### src/rtl/morse_pkg.sv
`default_nettype none
// +----------------------------------------------------------------------+
// | morse_pkg                                                            |
// | Shared FSM state encoding and Morse unit-length constants.           |
// | Revision: 1.0                                                        |
// +----------------------------------------------------------------------+
package morse_pkg;

  typedef enum logic [2:0] {
    S_IDLE = 3'd0,
    S_ON   = 3'd1,
    S_GAP  = 3'd2,
    S_TAIL = 3'd3,
    S_FIN  = 3'd4
  } state_t;

  localparam logic [1:0] DOT_UNITS        = 2'd1;
  localparam logic [1:0] DASH_UNITS       = 2'd3;
  localparam logic [1:0] ELEM_GAP_UNITS   = 2'd1;
  localparam logic [1:0] LETTER_GAP_UNITS = 2'd3;

  function automatic logic [1:0] elem_units(input logic dash);
    return dash ? DASH_UNITS : DOT_UNITS;
  endfunction

endpackage
`default_nettype wire

### src/rtl/morse_unit_tick.sv
`default_nettype none
// +----------------------------------------------------------------------+
// | morse_unit_tick                                                      |
// | Prescaler: counts 0..UNIT_CYCLES-1 and flags the last cycle of unit. |
// | Revision: 1.0                                                        |
// +----------------------------------------------------------------------+
module morse_unit_tick #(
  parameter int UNIT_CYCLES = 12_500_000
) (
  input  logic CLK,
  input  logic RST,
  input  logic clear,
  output logic tick
);

  localparam int CNT_W = (UNIT_CYCLES > 1) ? $clog2(UNIT_CYCLES) : 1;
  localparam logic [CNT_W-1:0] LAST = CNT_W'(UNIT_CYCLES - 1);

  logic [CNT_W-1:0] cnt;

  always_ff @(posedge CLK or posedge RST) begin
    if (RST)
      cnt <= '0;
    else if (clear || tick)
      cnt <= '0;
    else
      cnt <= cnt + CNT_W'(1);
  end

  assign tick = (cnt == LAST);

endmodule
`default_nettype wire

### src/rtl/morse_sequencer.sv
`default_nettype none
// +----------------------------------------------------------------------+
// | morse_sequencer                                                      |
// | Plays a latched dot/dash pattern on a key line with unit timing.     |
// | Revision: 1.0                                                        |
// +----------------------------------------------------------------------+
module morse_sequencer
  import morse_pkg::*;
#(
  parameter int MAX_ELEMS   = 5,
  parameter int UNIT_CYCLES = 12_500_000,
  parameter int LEN_W       = $clog2(MAX_ELEMS + 1)
) (
  input  logic                 CLK,
  input  logic                 RST,
  input  logic                 START,
  input  logic                 ABORT,
  input  logic [LEN_W-1:0]     LEN,
  input  logic [MAX_ELEMS-1:0] PATTERN,
  output logic                 MORSE_OUT,
  output logic [MAX_ELEMS-1:0] LED_ELEM,
  output logic                 BUSY,
  output logic                 DONE
);

  localparam int IDX_W = (MAX_ELEMS > 1) ? $clog2(MAX_ELEMS) : 1;
  localparam logic [LEN_W-1:0]     LEN_ONE  = LEN_W'(1);
  localparam logic [LEN_W-1:0]     LEN_MAX  = LEN_W'(MAX_ELEMS);
  localparam logic [MAX_ELEMS-1:0] ONE_HOT0 = MAX_ELEMS'(1);

  state_t               state, state_nxt;
  logic [MAX_ELEMS-1:0] pat;
  logic [LEN_W-1:0]     len_q, len_clamped;
  logic [IDX_W-1:0]     idx, idx_nxt;
  logic [1:0]           units, units_nxt, cur_units;
  logic                 tick, accept, unit_done, last_elem;
  logic                 morse_nxt, busy_nxt, done_nxt;
  logic [MAX_ELEMS-1:0] led_nxt;

  // Prescaler is held at zero while idle so the first unit is full length.
  morse_unit_tick #(
    .UNIT_CYCLES(UNIT_CYCLES)
  ) u_tick (
    .CLK  (CLK),
    .RST  (RST),
    .clear(state == S_IDLE),
    .tick (tick)
  );

  assign len_clamped = (LEN > LEN_MAX) ? LEN_MAX : LEN;
  assign accept      = (state == S_IDLE) && START && !ABORT;
  assign last_elem   = ((LEN_W'(idx) + LEN_ONE) == len_q);

  always_comb begin
    cur_units = DOT_UNITS;
    case (state)
      S_ON:    cur_units = elem_units(pat[idx]);
      S_GAP:   cur_units = ELEM_GAP_UNITS;
      S_TAIL:  cur_units = LETTER_GAP_UNITS;
      default: cur_units = DOT_UNITS;
    endcase
  end

  assign unit_done = tick && (units == cur_units - 2'd1);

  always_ff @(posedge CLK or posedge RST) begin
    if (RST) begin
      state     <= S_IDLE;
      idx       <= '0;
      units     <= '0;
      MORSE_OUT <= 1'b0;
      LED_ELEM  <= '0;
      BUSY      <= 1'b0;
      DONE      <= 1'b0;
    end else begin
      state     <= state_nxt;
      idx       <= idx_nxt;
      units     <= units_nxt;
      MORSE_OUT <= morse_nxt;
      LED_ELEM  <= led_nxt;
      BUSY      <= busy_nxt;
      DONE      <= done_nxt;
    end
  end

  always_ff @(posedge CLK or posedge RST) begin
    if (RST) begin
      pat   <= '0;
      len_q <= '0;
    end else if (accept) begin
      pat   <= PATTERN;
      len_q <= len_clamped;
    end
  end

  always_comb begin
    state_nxt = state;
    idx_nxt   = idx;
    units_nxt = units;
    if (state != S_IDLE && ABORT) begin
      state_nxt = S_IDLE;
      idx_nxt   = '0;
      units_nxt = '0;
    end else begin
      case (state)
        S_IDLE: begin
          if (accept) begin
            idx_nxt   = '0;
            units_nxt = '0;
            state_nxt = (len_clamped == '0) ? S_FIN : S_ON;
          end
        end
        S_ON, S_GAP, S_TAIL: begin
          if (tick)
            units_nxt = unit_done ? 2'd0 : units + 2'd1;
          if (unit_done) begin
            if (state == S_ON)
              state_nxt = last_elem ? S_TAIL : S_GAP;
            else if (state == S_GAP) begin
              state_nxt = S_ON;
              idx_nxt   = idx + IDX_W'(1);
            end else
              state_nxt = S_FIN;
          end
        end
        S_FIN:   state_nxt = S_IDLE;
        default: state_nxt = S_IDLE;
      endcase
    end
  end

  // Outputs are decoded from the next state so the registers line up with it.
  always_comb begin
    morse_nxt = (state_nxt == S_ON);
    led_nxt   = (state_nxt == S_ON) ? (ONE_HOT0 << idx_nxt) : '0;
    busy_nxt  = (state_nxt == S_ON) || (state_nxt == S_GAP) || (state_nxt == S_TAIL);
    done_nxt  = (state_nxt == S_FIN);
  end

endmodule
`default_nettype wire

### config.mk
export PLATFORM = sky130hd
export DESIGN_NAME = morse_sequencer
export DESIGN_NICKNAME = d
export VERILOG_FILES = /design/src/rtl/morse_pkg.sv /design/src/rtl/morse_unit_tick.sv /design/src/rtl/morse_sequencer.sv
export SDC_FILE = /design/constraint.sdc
export NUM_CORES = 1
export LEC_CHECK = 0
export ABC_AREA = 1
export CAP_MARGIN = 20
export CORE_UTILIZATION = 43
export DETAILED_ROUTE_END_ITERATION = 6
export GPL_TIMING_DRIVEN = 0
export SLEW_MARGIN = 20
export SYNTH_ARGS = -nofsm -noshare
export SYNTH_HDL_FRONTEND = slang
export SYNTH_SLANG_ARGS = --single-unit
### constraint.sdc
create_clock -name CLK -period 3 [get_ports CLK]
set_input_delay 0.75 -clock CLK [delete_from_list [all_inputs] [get_ports CLK]]
set_output_delay 0.75 -clock CLK [all_outputs]
set_load 0.02 [all_outputs]
* After elaboration in Yosys (flattened, before gate mapping) *
Index checks and enable logic that the tools add are counted.

cells by class
  add/sub/neg operators = 4
  $lt $le $gt $ge = 2
  equality and inequality tests = 12
  shifts and indexed selects = 1
  mux-type cells = 26
  reductions and logical operators = 14

operators with widths
  operator                                                    count
  2-to-1 mux 3 bit                                            12
  adder 24 x 1 -> 24 bit, second input constant               1
  == test 24 bit, second input constant                       1
  2-to-1 mux 24 bit                                           1
  == test 3 x 2 -> 1 bit, second input constant               4
  case mux 3 bit (2 select lines)                             2
  2-to-1 mux 2 bit                                            5
  case mux 2 bit (2 select lines)                             2
  == test 3 x 1 -> 1 bit, second input constant               2
  zero test 3 bit                                             2
  != test 3 bit, second input constant                        2
  nonzero test 3 bit                                          2
  2-to-1 mux 5 bit                                            1
  left shift 1 x 3 -> 5 bit, first input constant             1
  logical AND 1 bit                                           4
  less-than comparator 3 x 4 -> 1 bit, second input constant  1
  adder 3 x 1 -> 3 bit, second input constant                 1
  binary-select mux 1 bit (select 3 bit)                      1
  == test 3 bit                                               1
  == test 3 bit, second input constant                        1
  > comparator 3 bit, second input constant                   1
  logical OR 1 bit                                            3
  AND reduction 3 bit                                         1
  OR reduction 3 bit                                          1
  5 further kinds                                             6

word-level totals
  bits in registers = 48
  input port bits = 12
  output and inout port bits = 8
  logic and storage cells = 69

* Depth between registers and ports, before layout *
Gate-level depths: netlist of run 1.

  word-level depth = 13
  mapped depth = 15
  gate-level depth less buffers = 15

* By module *
Synthesis of run 1 repeated with hierarchy kept, for this count alone.

unflattened totals
  cell total of the unflattened synthesis = 377
  area total of the unflattened synthesis = 2812.7 sq um

modules (own cells, without submodules)
  module           times used  cells an instance  area each (sq um)
  morse_unit_tick  1           222                1512.7
  morse_sequencer  1           155                1300.0

* Least setup slack after synthesis of run 1 *
OpenSTA, ideal clock, no wires.

  path type = reg2reg
  from = reg u_tick.cnt[0]
  to = reg u_tick.cnt[20]
  library setup time = 118 ps
  arrival time = 1694 ps
  required time = 2882 ps
  slack = 1188 ps
  stages on the path, launching flop included = 13
  path buffers = 0
  period minus slack after synthesis = 1812 ps
  cells stage by stage = dfrtp_1 ha_1 nand2_2 nor2_2 nand2_1 nor3_2 nand2_1 nor2_2 nand3_2 nor3_2 nand2_1 nand2_1 nor2_1

between the ends
  word-level cells in the longest chain between the ends = 3

RTL lines
  what                                                                            line                   text
  start: declaration                                                              morse_unit_tick.sv:19  logic [CNT_W-1:0] cnt;
  start signal: assignment                                                        morse_unit_tick.sv:27  cnt <= cnt + CNT_W'(1);
  parallel branches: the longest is 2 deep, another holds adder 24 x 1 -> 24 bit  n/a
  2-to-1 mux 24 bit (*)                                                           morse_unit_tick.sv:24  else if (clear || tick)

Mark *: on every way between the ends.
A chain may end at the register's enable or synchronous reset.

* Final worst setup path of run 1 *
Ends and elaborated chain as after synthesis.

==> results of run 1 <==
==> critical path: stages, from the launching register on <==
cell     delay [ps]
dfrtp_1         380
ha_1            200
nand2_2          80
nor2_2          230
nand2_1         160
nor3_2          160
nand2_1         120
nor2_2          190
nand3_2         120
nor3_2          220
nand2_1          80
nand2_1          60
nor2_1           50
==> placed cells by master (no fill, tap or decap), drive strengths merged, types with 3 or more instances in the layout <==
master | Yosys | layout
nor2 | 57 | 57
a31oi | 3 | 3
o21a | 3 | 3
nand3 | 23 | 23
nand2 | 92 | 92
clkbuf | 2 | 8
o21ai | 13 | 13
nand4 | 8 | 8
inv | 50 | 50
a21oi | 19 | 19
clkdlybuf4s50 | 0 | 19
dfrtp | 48 | 48
nor3 | 14 | 14
==> cell families (layout without fill, tap and decap cells) <==
| family | after synthesis | after routing | synth area share |
|---|---|---|---|
| buffers and inverters | 54 | 82 | 0.0764 |
| xor gates and xnor gates | 3 | 3 | 0.00985 |
| DFF | 48 | 48 | 0.450 |
| and+or+nand+nor | 198 | 198 | 0.363 |
| AOI/OAI and AO/OA | 42 | 42 | 0.0910 |
| adders and majority gates | 2 | 2 | 0.00937 |
==> worst min path at each step <==
stage,start,end,slack (ps),cells past startpoint
after global routing,u_tick.cnt[0],u_tick.cnt[0],500,1
after floorplan,u_tick.cnt[0],u_tick.cnt[0],430,1
after detailed placement,u_tick.cnt[0],u_tick.cnt[0],460,1
after global placement,u_tick.cnt[0],u_tick.cnt[0],460,1
final,u_tick.cnt[0],u_tick.cnt[0],470,1
after CTS,u_tick.cnt[0],u_tick.cnt[0],470,1
==> layout make-up <==
cell class	instances	area [µm²]	area share
plain buffers	3	12.5	0.00407
inverters	51	191	0.0623
clock inverters	2	15.0	0.00489
multi-input cells	245	1260	0.412
flip-flops and latches	48	1200	0.391
well taps	75	93.8	0.0306
clock buffers	6	82.6	0.0269
repair buffers	20	210	0.0685
==> stage by stage <==
stage,hold slack [ps],cells
finish,467,450
global route,498,450
CTS,475,450
detailed placement,461,442
global placement,457,441
floorplan,433,347
==> per-layer routing <==
metal | GRT usage | vias to the layer above | wire length [µm]
met2 | 0.271 | 30 | 2240
met4 | 0.0536 | 0 | 70
li1 | - | 1162 | -
met5 | 0 | - | 0
met1 | 0.273 | 1005 | 2900
met3 | 0.0371 | 5 | 186
==> where the power goes <==
part | switching, W | internal, W
Clock | 0.000222 | 0.000187
Combinational | 0.000131 | 0.0000816
Sequential | 0.0000238 | 0.000680
==> flip-flops by register name, indices dropped and copies added, names as in the netlist <==
register,flops
u_tick.cnt,24
LED_ELEM,5
pat,5
idx,3
len_q,3
state,3
units,2
BUSY,1
DONE,1
MORSE_OUT,1
==> flow_metrics.tcl, run 1 <==
set metrics [dict create \
    power.density_nw_per_um2 432 \
    avgRoutedWirePerCell_um 12.0 \
    reg2reg_from "u_tick.cnt[0]" \
    ant_nets 0 \
    ys_ff_latch 48 \
    num_antenna_cells 0 \
    worstReg2RegEnd "u_tick.cnt[20]" \
    dieArea_um2 6530 \
    worstMarginPinSlew_ps 562 \
    dpl.hpwl_mm 4.09 \
    layout-drive-gt1-share 0.131 \
    cts_tree "done" \
    leakage_nw 1.42 \
    fin_skew_ps 3.19 \
    root_buffer "clkbuf_8" \
    final_net_count 388 \
    synth-seq-area-share 0.450 \
    fmax_mhz 464 \
    drv_cap 0 \
    min_path_type "flop to flop" \
    crit_arrival_ps 2350 \
    finalWirelength_mm 5.39 \
    synth_edf_count 0 \
    viasPerCell 4.89 \
    ir_drop_uv 257 \
    io_buffer_count 19 \
    yosysTopAreaCellShare 0.450 \
    tns_ps 0 \
    status "finished, final reports clean" \
    crit_type "flop to flop" \
    yosys.area.top_type "dfrtp_1" \
    antenna_found_initial 0 \
    postCtsHoldBufs 0 \
    synth_common_cells "nand2_1, dfrtp_1, inv_1" \
    clk_pin_slew_ps 90 \
    worstRegToRegCells 12 \
    cts.path.max_buffers 2 \
    die_height_um 80.8 \
    start_util 0.448 \
    grt-ovfl-total 0 \
    yosysMostFrequentCell "nand2_1" \
    setup_ws_ps 844 \
    ys_async_sr_fraction 1.00 \
    reg2reg_slack_ps 840 \
    crit_path_end_kind "flop" \
    vias 2202 \
    dr.pass1.iters 4 \
    fillers 618 \
    hold_viol_final 0 \
    grt_max_degree 26 \
    clock_sinks 48 \
    fp.dieW_um 80.8 \
    htreeDepth 2 \
    ctsResizeCount 0 \
    synthFlopType "dfrtp_1" \
    pre_cts_ws_ps 581 \
    track_usage 0.185 \
    cp-start-kind "flop" \
    synth_area_um2 2670 \
    syn_nets 361 \
    coreArea_um2 5960 \
    syn_area_per_cell_um2 7.69 \
    setup_viol 0 \
    drtIter0Drc 146 \
    fin_area_um2 3070 \
    place_area_um2 2970 \
    power_w 0.00132 \
    grt_pass1_wl_mm 9.14 \
    endpoint "u_tick.cnt[20]" \
    num_rows 28 \
    rsz0062_at_grt "no" \
    syn_inst 347 \
    synth_warnings 0 \
    min_period_ps 2160 \
    tritoncts.num_buffers 5 \
    grt_pass1_vias 2002 \
    critPathLaunch "u_tick.cnt[0]" \
    required_ps 3200 \
    finalCritPeriodShare 0.719 \
    maxSlewViolCount 0 \
    synth_cell_types 35 \
    crit_fanout 4 \
    drc 0 \
    io_pins 20 \
    area_growth_pct 15.0 \
    routabilityCongestion 0.809 \
    worstSkewPairLatency_ps 300 \
    postCtsSetupBuffers 0 \
    postLayoutCoreUtil 0.516 \
    synthTopCellsByArea "dfrtp_1, nand2_1, inv_1, nor2_1, a21oi_1" \
    relSlewSlack 0.625 \
]
Power figures use the tool's default switching activity.
==> run 2, diff against run 1 <==
Clock period 3 ns to 1.89 ns, I/O delays scaled along.
==> run 2 against run 1 <==
  * The flow now finishes with violations (setup timing)
  * First-iteration DRC count shrank 22%
  * Clock skew grew 1.8 ps
  * Utilization increased by 5.6 points
  * Global-route usage rose by 0.73 points
  * Via count up 4.0%
  * Maximum frequency grew 10%
  * Design area is 11% higher
  * Critical path depth fell by 1
  * Register-to-register slack got worse by 910 ps
  * Combinational power is 76% higher
  * Critical path type unchanged
  * Critical endpoint is now LED_ELEM[1]
==> flow_metrics.tcl, run 2 (same netlist as run 1, synthesis figures left out) <==
set metrics [dict create \
    status "complete, but fails checks" \
    violations "setup timing" \
    cts.path.max_buffers 2 \
    clk_pin_slew_ps 90 \
    crit_type "flop to flop" \
    min_path_type "flop to flop" \
    num_antenna_cells 0 \
    setup_ws_ps -66.0 \
    place_area_um2 2970 \
    io_pins 20 \
    vias 2291 \
    rsz0062_at_grt "yes" \
    top_register "u_tick.cnt" \
    area_growth_pct 27.6 \
    ir_drop_uv 413 \
    dr.pass1.iters 4 \
    crit_path_cell_trace "ha_4 > nand2_4 > nor2_4 > nand3_4 > nor3_4 > nand4_4 > nor2_1 > nor2_2 > nor2_4 > nand2_1 > nor2_1" \
    cpPeakStageDelay_ps 420 \
    fmax_mhz 511 \
    clock_sinks 48 \
    final_cell_mix "nand2_1, dfrtp_1, inv_1, nor2_1, clkdlybuf4s50_1" \
    crit_buf_inv 0 \
    drc 0 \
    grt-ovfl-total 0 \
    grt_pass1_vias 2080 \
    root_buffer "clkbuf_8" \
    cp_top_family "simple AND/OR/NAND/NOR gates" \
    avgRoutedWirePerCell_um 12.1 \
    antenna_found_initial 0 \
    track_usage 0.192 \
    hold_ws_ps 489 \
    dieArea_um2 6530 \
    hold_viol_final 0 \
    io_buffer_count 19 \
    cp-start-kind "flop" \
    viasPerCell 4.92 \
    postCtsHoldBufs 0 \
    tritoncts.num_buffers 5 \
    top_regs "u_tick.cnt x24, LED_ELEM x5, pat x5" \
    start_util 0.448 \
    crit_path_end_kind "flop" \
    worstSkewPairLatency_ps 300 \
    leakage_nw 1.62 \
    grt_max_degree 26 \
    crit_arrival_ps 2190 \
    relSlewSlack 0.631 \
    dpl.hpwl_mm 4.09 \
    finalCritPeriodShare 1.03 \
    fp.dieW_um 80.8 \
    required_ps 2130 \
    fillers 581 \
    drv_cap 0 \
    num_rows 28 \
    ant_nets 0 \
    cp_slowest_cell "dfrtp_1" \
    die_height_um 80.8 \
    fin_skew_ps 4.99 \
    htreeDepth 2 \
    drtIter0Drc 114 \
    maxSlewViolCount 0 \
    cts_tree "done" \
    final_net_count 404 \
    setup_viol 9 \
    grt_pass1_wl_mm 9.48 \
    layout-drive-gt1-share 0.238 \
    largest_reg_flops 24 \
    final_common_cell "nand2_1" \
    fin_area_um2 3400 \
    coreArea_um2 5960 \
    worstMarginPinSlew_ps 553 \
    min_period_ps 1960 \
    finalWirelength_mm 5.63 \
    power.density_nw_per_um2 631 \
    routabilityCongestion 0.809 \
    crit_fanout 5 \
]
run 2: cell types whose count changed in the layout (fill, tap and decap cells not counted), sizes merged:
cell / previous run / this run
buf: 2 / 17
clkbuf: 8 / 9
run 2: worst paths after layout:
path	endpoint	startpoint	slack (ps)	cells past startpoint
hold reg to reg	pat[2]	pat[2]	490	2
min in group asynchronous	u_tick.cnt[19]	RST	540	2
max in group asynchronous	u_tick.cnt[5]	RST	830	3
setup / recovery	LED_ELEM[1]	u_tick.cnt[1]	-70	11
hold / removal	pat[2]	pat[2]	490	2
setup reg to reg	LED_ELEM[1]	u_tick.cnt[1]	-70	11
run 2: repair_timing:
item                                    in CTS  in global routing
buffers inserted                            10                  6
pin swaps                                   12                 16
endpoints found under the setup margin      30                 31
resized for setup                           29                 25
run 2: through the flow:
stage	power [W]	worst slack, ps	utilization	std cells	TNS [ps]
4_1_cts	0.00216	-34.9	0.549	460	-163
3_3_place_gp	0.00147	-754	0.496	441	-40080
5_1_grt	0.00227	-271	0.572	466	-2470
3_5_place_dp	0.00148	-254	0.499	442	-4420
2_1_floorplan	0.00137	77.9	-	347	0
6_report	0.00215	-66.0	0.572	466	-343
run 2: final cells by class:
cell class / instances / area [µm²] / share of cell area
Buffer: 3 / 22.5 / 0.00662
Clock buffer: 6 / 82.6 / 0.0243
Clock inverter: 2 / 15.0 / 0.00441
Inverter: 51 / 193 / 0.0566
Multi-Input combinational cell: 245 / 1460 / 0.427
Sequential cell: 48 / 1200 / 0.354
Tap cell: 75 / 93.8 / 0.0276
Timing Repair Buffer: 36 / 338 / 0.0992
run 2: worst register-to-register path, cell delays in order (launching register included):
cell and delay (ps):
dfrtp_1 420, ha_4 170, nand2_4 50, nor2_4 160, nand3_4 130, nor3_4 250, nand4_4 170, nor2_1 210
nor2_2 80, nor2_4 90, nand2_1 60, nor2_1 90
run 2: power breakdown:
group          internal, W  switching (W)  leakage [nW]
Combinational     0.000153       0.000221         0.926
Clock             0.000297       0.000357        0.0434
Sequential         0.00108      0.0000406         0.648
run 2: routing by layer:
layer	up-vias	part of all wire	track usage
li1	1200	-	-
met1	1062	0.52	0.281
met2	24	0.44	0.288
met3	5	0.022	0.0371
met4	0	0.012	0.0536
met5	-	0	0
==> run 3, diff against run 2 <==
Clock period 1.89 ns to 2.5 ns, I/O delays scaled along.
==> results of run 3 <==
Same layout as run 1 (identical final DEF). Status: finished, final reports clean.
Among the figures that moved: setup slack after placement 581 ps -> 206 ps; setup slack after layout 844 ps -> 344 ps; register-to-register setup slack 840 ps -> 340 ps; total power 0.00132 W -> 0.00159 W; worst IR drop on VDD 257 µV -> 308 µV
